`config.mk`:
```
export PLATFORM = sky130hd
export DESIGN_NAME = md_unit
export DESIGN_NICKNAME = d
export VERILOG_FILES = /design/src/rtl/md_unit.sv
export SDC_FILE = /design/constraint.sdc
export NUM_CORES = 2
export LEC_CHECK = 0
export ABC_AREA = 1
export ABC_CLOCK_PERIOD_IN_PS = 21300
export CORE_MARGIN = 5
export CORE_UTILIZATION = 25
export CTS_BUF_LIST = sky130_fd_sc_hd__clkbuf_16
export CTS_CLUSTER_DIAMETER = 100
export DETAILED_ROUTE_END_ITERATION = 12
export MAX_ROUTING_LAYER = met4
export PLACE_DENSITY = 0.38
export SYNTH_ARGS = -nofsm -noshare
export SYNTH_HDL_FRONTEND = slang
export SYNTH_SLANG_ARGS = --single-unit
```
`constraint.sdc`:
```
create_clock -name clk -period 21.3 [get_ports clk]
set_clock_uncertainty 0.15 [all_clocks]
set_input_delay 2.13 -clock clk [delete_from_list [all_inputs] [get_ports clk]]
set_output_delay 2.13 -clock clk [all_outputs]
set_load 0.02 [all_outputs]
```
`src/rtl/md_unit.sv`:
```
// Iterative multiply/divide unit holding the architectural HI/LO registers.
// MULT retires after MUL_CYCLES busy cycles; DIV runs 32 restoring steps.
module md_unit #(
    parameter int unsigned MUL_CYCLES = 5
) (
    input  logic        clk,
    input  logic        reset,
    input  logic        start,
    input  logic        flush,
    input  logic [2:0]  md_func,
    input  logic        md_sign,
    input  logic [31:0] rs_val,
    input  logic [31:0] rt_val,
    output logic        busy,
    output logic [31:0] hi,
    output logic [31:0] lo
);

    typedef enum logic [1:0] {StIdle, StMul, StDiv} state_e;

    localparam logic [2:0] FuncMult = 3'b001;
    localparam logic [2:0] FuncDiv  = 3'b010;
    localparam logic [2:0] FuncMthi = 3'b011;
    localparam logic [2:0] FuncMtlo = 3'b100;

    localparam logic [4:0] MulCnt = 5'(MUL_CYCLES - 1);

    state_e      state_q, state_d;
    logic [4:0]  cnt_q, cnt_d;
    logic [31:0] op_a_q, op_a_d;
    logic [31:0] op_b_q, op_b_d;
    logic        sign_q, sign_d;
    logic [31:0] rem_q, rem_d;
    logic        q_neg_q, q_neg_d;
    logic        r_neg_q, r_neg_d;
    logic [31:0] hi_q, hi_d;
    logic [31:0] lo_q, lo_d;
    logic        busy_q, busy_d;

    logic        accept;
    logic        rs_neg, rt_neg;
    logic [31:0] rs_abs, rt_abs;
    logic [63:0] a_ext, b_ext, product;
    logic [32:0] rem_shift, diff;
    logic        take;
    logic [31:0] rem_next, quo_next, quo_fix, rem_fix;

    always_comb begin
        accept = start & ~flush & ~busy_q & (state_q == StIdle);

        rs_neg = md_sign & rs_val[31];
        rt_neg = md_sign & rt_val[31];
        rs_abs = rs_neg ? -rs_val : rs_val;
        rt_abs = rt_neg ? -rt_val : rt_val;

        a_ext   = {{32{sign_q & op_a_q[31]}}, op_a_q};
        b_ext   = {{32{sign_q & op_b_q[31]}}, op_b_q};
        product = a_ext * b_ext;

        // op_a_q doubles as the dividend/quotient shift register during DIV
        rem_shift = {rem_q, op_a_q[31]};
        diff      = rem_shift - {1'b0, op_b_q};
        take      = ~diff[32];
        rem_next  = take ? diff[31:0] : rem_shift[31:0];
        quo_next  = {op_a_q[30:0], take};
        quo_fix   = q_neg_q ? -quo_next : quo_next;
        rem_fix   = r_neg_q ? -rem_next : rem_next;
    end

    always_comb begin
        state_d = state_q;
        cnt_d   = cnt_q;
        op_a_d  = op_a_q;
        op_b_d  = op_b_q;
        sign_d  = sign_q;
        rem_d   = rem_q;
        q_neg_d = q_neg_q;
        r_neg_d = r_neg_q;
        hi_d    = hi_q;
        lo_d    = lo_q;
        busy_d  = busy_q;

        unique case (state_q)
            StIdle: begin
                if (accept) begin
                    case (md_func)
                        FuncMult: begin
                            op_a_d  = rs_val;
                            op_b_d  = rt_val;
                            sign_d  = md_sign;
                            cnt_d   = MulCnt;
                            state_d = StMul;
                            busy_d  = 1'b1;
                        end
                        FuncDiv: begin
                            rem_d   = '0;
                            cnt_d   = 5'd31;
                            state_d = StDiv;
                            busy_d  = 1'b1;
                            if (rt_val == '0) begin
                                // Raw dividend with no fixup yields LO=all-ones, HI=rs
                                op_a_d  = rs_val;
                                op_b_d  = '0;
                                q_neg_d = 1'b0;
                                r_neg_d = 1'b0;
                            end else begin
                                op_a_d  = rs_abs;
                                op_b_d  = rt_abs;
                                q_neg_d = rs_neg ^ rt_neg;
                                r_neg_d = rs_neg;
                            end
                        end
                        FuncMthi: hi_d = rs_val;
                        FuncMtlo: lo_d = rs_val;
                        default: ;
                    endcase
                end
            end
            StMul: begin
                cnt_d = cnt_q - 5'd1;
                if (cnt_q == '0) begin
                    hi_d    = product[63:32];
                    lo_d    = product[31:0];
                    cnt_d   = '0;
                    state_d = StIdle;
                    busy_d  = 1'b0;
                end
            end
            StDiv: begin
                op_a_d = quo_next;
                rem_d  = rem_next;
                cnt_d  = cnt_q - 5'd1;
                if (cnt_q == '0) begin
                    lo_d    = quo_fix;
                    hi_d    = rem_fix;
                    cnt_d   = '0;
                    state_d = StIdle;
                    busy_d  = 1'b0;
                end
            end
            default: state_d = StIdle;
        endcase
    end

    always_ff @(posedge clk) begin
        if (reset) begin
            state_q <= StIdle;
            cnt_q   <= '0;
            op_a_q  <= '0;
            op_b_q  <= '0;
            sign_q  <= 1'b0;
            rem_q   <= '0;
            q_neg_q <= 1'b0;
            r_neg_q <= 1'b0;
            hi_q    <= '0;
            lo_q    <= '0;
            busy_q  <= 1'b0;
        end else begin
            state_q <= state_d;
            cnt_q   <= cnt_d;
            op_a_q  <= op_a_d;
            op_b_q  <= op_b_d;
            sign_q  <= sign_d;
            rem_q   <= rem_d;
            q_neg_q <= q_neg_d;
            r_neg_q <= r_neg_d;
            hi_q    <= hi_d;
            lo_q    <= lo_d;
            busy_q  <= busy_d;
        end
    end

    assign busy = busy_q;
    assign hi   = hi_q;
    assign lo   = lo_q;

endmodule

```
# Word level (Yosys, flattened, before mapping)
# Cells that the tools add are included.
# W data, S select, Z words.
[word_totals]
reg_bits = 171
latch_bits = 0
ramBits = 0
romBits = 0
input_bits = 72
out_inout_bits = 65
wordCells = 101
memories = 0
[op_classes]
add_sub_neg = 6
multipliers = 1
n_div = 0
order_cmp = 0
n_eq_ne = 15
n_shift = 0
n_mux = 38
bitwise = 11
reduce_logical = 19
[op_table]
columns = ["operator", "n"]
rows = [
  ["$mux W32", 18],
  ["$pmux W32 S2", 4],
  ["$pmux W32 S3", 2],
  ["$neg A32 Y32", 4],
  ["$mul A33 B33 Y64", 1],
  ["$sub A33 B32 Y33", 1],
  ["$logic_not A32 Y1", 1],
  ["$reduce_and A3 Y1", 7],
  ["$pmux W5 S2", 2],
  ["$mux W5", 2],
  ["$reduce_and A5 Y1", 2],
  ["$ne A2 B1 Y1 const B", 4],
  ["$ne A2 B2 Y1 const B", 4],
  ["$pmux W2 S2", 2],
  ["$and A1 B1 Y1", 7],
  ["$eq A3 B2 Y1 const B", 2],
  ["$reduce_bool A2 Y1", 3],
  ["$logic_not A5 Y1", 1],
  ["$mux W1", 5],
  ["$sub A5 B1 Y5 const B", 1],
  ["$mux W2", 2],
  ["$reduce_and A4 Y1", 1],
  ["$reduce_or A2 Y1", 2],
  ["$eq A3 B1 Y1 const B", 1],
  ["9 further kinds", 11],
]

# Logic depth before layout (Yosys ltp)
[depth]
depth_word = 6
ltp_mapped = 38
depth_no_buf = 36

# Worst setup path after synthesis
# Ideal clock, no wire load.
[synth_timing]
path_type = "reg-to-reg"
start = "register op_a_q[31]"
end = "register hi_q[27], in the netlist hi[27]"
setup_ns = 0.066
arrival_time_ns = 7.689
required_ns = 21.084
slack_ns = 13.395
stages_incl_launch_ff = 36
path_buffers = 3
period_less_slack_ns = 7.905
path_cell_list = "dfxtp_1 -> clkbuf_1 -> nand2_1 -> clkbuf_1 -> buf_1 -> nor2_1 -> fa_1 -> fa_1 -> fa_1 -> inv_1 -> fa_1 -> inv_1 -> fa_1 -> fa_1 -> fa_1 -> inv_1 -> fa_1 -> inv_1 -> ha_1 -> nand2_1 -> nor2_1 -> inv_1 -> nor4_1 -> nand3_1 -> nand3_1 -> nand2_1 -> nand2_1 -> nand2_1 -> o211ai_1 -> nand2_1 -> nand2_1 -> nor2_1 -> nand3b_1 -> nand2_1 -> nand2_1 -> a21oi_2"
[synth_via]
elab_chain_cells = 6
elab_cells_between_ends = 9
classes_between = "2 x add/sub; 1 x mul; 5 x mux; 1 x bitwise"
[synth_rtl]
columns = ["item", "line", "text"]
rows = [
  ["start, declared", "30", "logic [31:0] op_a_q, op_a_d;"],
  ["start signal, assigned", "161", "op_a_q <= op_a_d;"],
  ["$sub A33 B32 Y33", "62", "diff = rem_shift - {1'b0, op_b_q};"],
  ["$mux W32", "64", "rem_next = take ? diff[31:0] : rem_shift[31:0];"],
  ["$neg A32 Y32", "67", "rem_fix = r_neg_q ? -rem_next : rem_next;"],
  ["$mux W32", "67", ""],
  ["$mux W32", "133", "if (cnt_q == '0) begin"],
  ["$pmux W32 S3 (*)", "83", "unique case (state_q)"],
  ["end signal, assigned", "167", "hi_q <= hi_d;"],
  ["end, declared", "36", "logic [31:0] hi_q, hi_d;"],
]
# Mark *: on every way between the ends. The rest lies on a longest branch, timed or not. The select of a mux whose other input is x is not followed.
# A chain may end at the register's enable or synchronous reset.

# Worst setup path after layout
[layout_timing]
start = "register op_b_q[6]"
end = "register hi_q[30], in the netlist hi[30]"
[layout_via]
elab_chain_cells = 6
elab_cells_between_ends = 8
classes_between = "2 x add/sub; 1 x mul; 5 x mux"
[layout_rtl]
columns = ["item", "line", "text"]
rows = [
  ["start, declared", "31", "logic [31:0] op_b_q, op_b_d;"],
  ["start signal, assigned", "162", "op_b_q <= op_b_d;"],
  ["$sub A33 B32 Y33", "62", ""],
  ["$mux W32", "64", ""],
  ["$neg A32 Y32", "67", ""],
  ["$mux W32", "67", ""],
  ["$mux W32", "133", ""],
  ["$pmux W32 S3 (*)", "83", ""],
]
# Marks and branches as above.

==> results.toml <==
[global_routing]
grt_usage_pct = 19.2
grt_pass1_vias = 47160
grt-ovfl-total = 0
antenna_found_initial = 0
grt_max_degree = 81
grt_first_pass_wirelength_um = 314000

[sta]
period_minus_slack_ns = 9.38
rsz0062_at_grt = "no"
worst_slew_pin_slew_ns = 1.21
finalCritPeriodShare_pct = 44.1
tns_ns = 0
setup_ws_ns = 11.92
slew_headroom_pct = 19.0
hold_viol = 0
max_clock_freq_ghz = 0.107
setup_violations = 0
slew_viol_final = 0

[power]
p_per_area_nw_per_um2 = 22.8
ir_drop_mv = 0.0670
p_leak_nw = 30.0
power_mw = 1.32

[placed_design]
portBuffers = 136
dpl-instance-area_sq_um = 57400
place_congestion = 0.879
post-dp-hpwl_um = 172000
dp_slack_ns = 11.75

[clock_network]
htreeDepth = 4
cts.sinks = 171
cts_hold_buf = 0
cts_tree = "done"
clockRootBuffer = "clkbuf_16"
cts.clk_slew.worst_paths_ns = 0.09
cts_buffer_depth = 2
post_cts_resized = 0
cts_setup_buffers = 0
clkLatencyLatePin_ns = 0.51
cts_made_buffers = 17

[status]
status = "finished clean"

[logic_synthesis]
avgSynthCellArea_sq_um = 7.32
synth_edf_count = 0
synthArstFlopShare_pct = 0
yosysTopAreaCell = "fa_1"
ys_seq_area_share_pct = 6.43
synth_flop_cell = "dfxtp_1"
ys_types = 58
netlist_instances = 7272
ys_seq_elements = 171
ys_top_cells_by_count = "1,908 x nand2_1, 1,866 x inv_1, 1,126 x fa_1"
syn-num-nets = 8724
synth.area.top_cells = "fa_1 42%, nand2_1 13%, inv_1 13%"
synth_top_cell_area_share_pct = 42.3
synth.most_common_cell = "nand2_1"
syn_area_sq_um = 53200
ys.warnings.count = 0

[worst_setup_path]
worstPathMaxFanout = 33
worstSetupStartpointType = "register"
cp_num_buf_inv = 9
path_delay_family = "adder cells"
cp.required_ns = 21.59
worst_path_max_delay_cell = "fa_1"
max_stage_delay_ns = 0.88
endpoint_kind = "register"
worstPathArrival_ns = 9.68
crit_type = "reg -> reg"

[die]
pin_count = 137
dieWidth_um = 471
coreArea_sq_um = 212000
die_area_sq_um = 222000
rows = 169
die_height_um = 471
start_util_pct = 25.1

[detailed_routing]
ant_nets = 0
drt-vias-per-instance = 4.49
drtPass1Iterations = 5
drc = 0
drt-total-wl_um = 206000
drtIter0Drc = 2954
vias = 44838
wl_per_cell_um = 20.7

[finish]
fillCellCount = 23524
fin_area_sq_um = 58100
utilization_pct = 27.4
area_growth_syn_to_layout_pct = 9.06
drive_gt1_share_pct = 3.54
final_nets = 8608

[job]
maxCapViolCount = 0

[min_path]
holdCritPathClass = "reg -> reg"
-- final timing paths --
kind	startpoint	slack, ns	end	cells past startpoint
min reg2reg	op_a_q[12]$_SDFFE_PP0P_	0.32	op_a_q[12]$_SDFFE_PP0P_	2
max reg2reg	op_b_q[6]$_SDFFE_PP0P_	11.92	hi[30]$_SDFFE_PP0P_	30
max	op_b_q[6]$_SDFFE_PP0P_	11.92	hi[30]$_SDFFE_PP0P_	30
min	op_a_q[12]$_SDFFE_PP0P_	0.32	op_a_q[12]$_SDFFE_PP0P_	2
-- cells in the final DEF (no fill, tap or decap), types with 23 or more instances in the layout --
master              n
fa_1             1126
nor2_1            416
nand4_1            27
xnor2_1            41
a21oi_1           304
inv_1            1865
ha_1              252
nand3_1           186
a31oi_1            33
xor2_1             48
nand2_1          1908
dfxtp_1           148
nand2_2            25
dfxtp_2            23
o21ai_0           219
buf_4              95
nor3_1             52
clkdlybuf4s50_1   135
-- where the power goes --
group          total [mW]  leakage (nW)  switching, mW  internal (mW)
clock               0.360         0.303          0.189          0.171
sequential          0.352          1.40         0.0176          0.335
combinational       0.609          28.3          0.446          0.162
-- area by class of cell --
class / count / area (sq um) / area share [%]
antenna: 1 / 2.50 / 0.00431
clock buffer: 17 / 425 / 0.733
clock inverter: 15 / 198 / 0.341
inverter: 1878 / 7050 / 12.1
multi-input combinational: 4858 / 41300 / 71.2
sequential: 171 / 3450 / 5.95
tap: 2821 / 3530 / 6.08
timing repair buffer: 230 / 2060 / 3.56
-- logic make-up (layout without fill, tap and decap cells) --
group                    after synthesis  in the layout  share of synthesized area (%)
AND/OR/NAND/NOR                     2704           2704                           20.6
AO/OA/AOI/OAI                        685            685                           7.19
XOR/XNOR                              89             89                           1.46
flip-flops                           171            171                           6.43
adder cells (fa/ha/maj)             1380           1380                           48.3
buffers and inverters               2243           2140                           16.0
other                                  0              1                              0
-- per-stage QoR --
stage,hold slack (ns),std cells
after floorplan,0.289,7272
after global placement,0.301,9958
after detailed placement,0.306,9958
after CTS,0.318,9990
after global routing,0.338,9990
final,0.317,9991
-- sequential cells by signal, indices dropped and copies added, names as in the netlist --
name and count:
hi 32, lo 32, op_a_q 32, op_b_q 32, rem_q 32, cnt_q 5, state_q 2, busy 1
q_neg_q 1, r_neg_q 1, sign_q 1
-- worst register-to-register path: cells and delay by family (launching register included) --
family / cells / cell delay (ns)
flip-flops: 1 / 0.34
AND/OR/NAND/NOR: 11 / 2.10
adder cells (fa/ha/maj): 9 / 4.82
AO/OA/AOI/OAI: 1 / 0.14
buffers and inverters: 9 / 1.77
-- per-layer routing --
| metal | global-route usage, % | vias up | wire [um] |
|---|---|---|---|
| li1 | - | 20879 | - |
| met1 | 26.2 | 22975 | 96300 |
| met2 | 32.3 | 872 | 101000 |
| met3 | 0.888 | 112 | 5940 |
| met4 | 2.76 | 0 | 3120 |
| met5 | - | - | 0 |
Note: power is estimated with default switching activity, not from simulation.
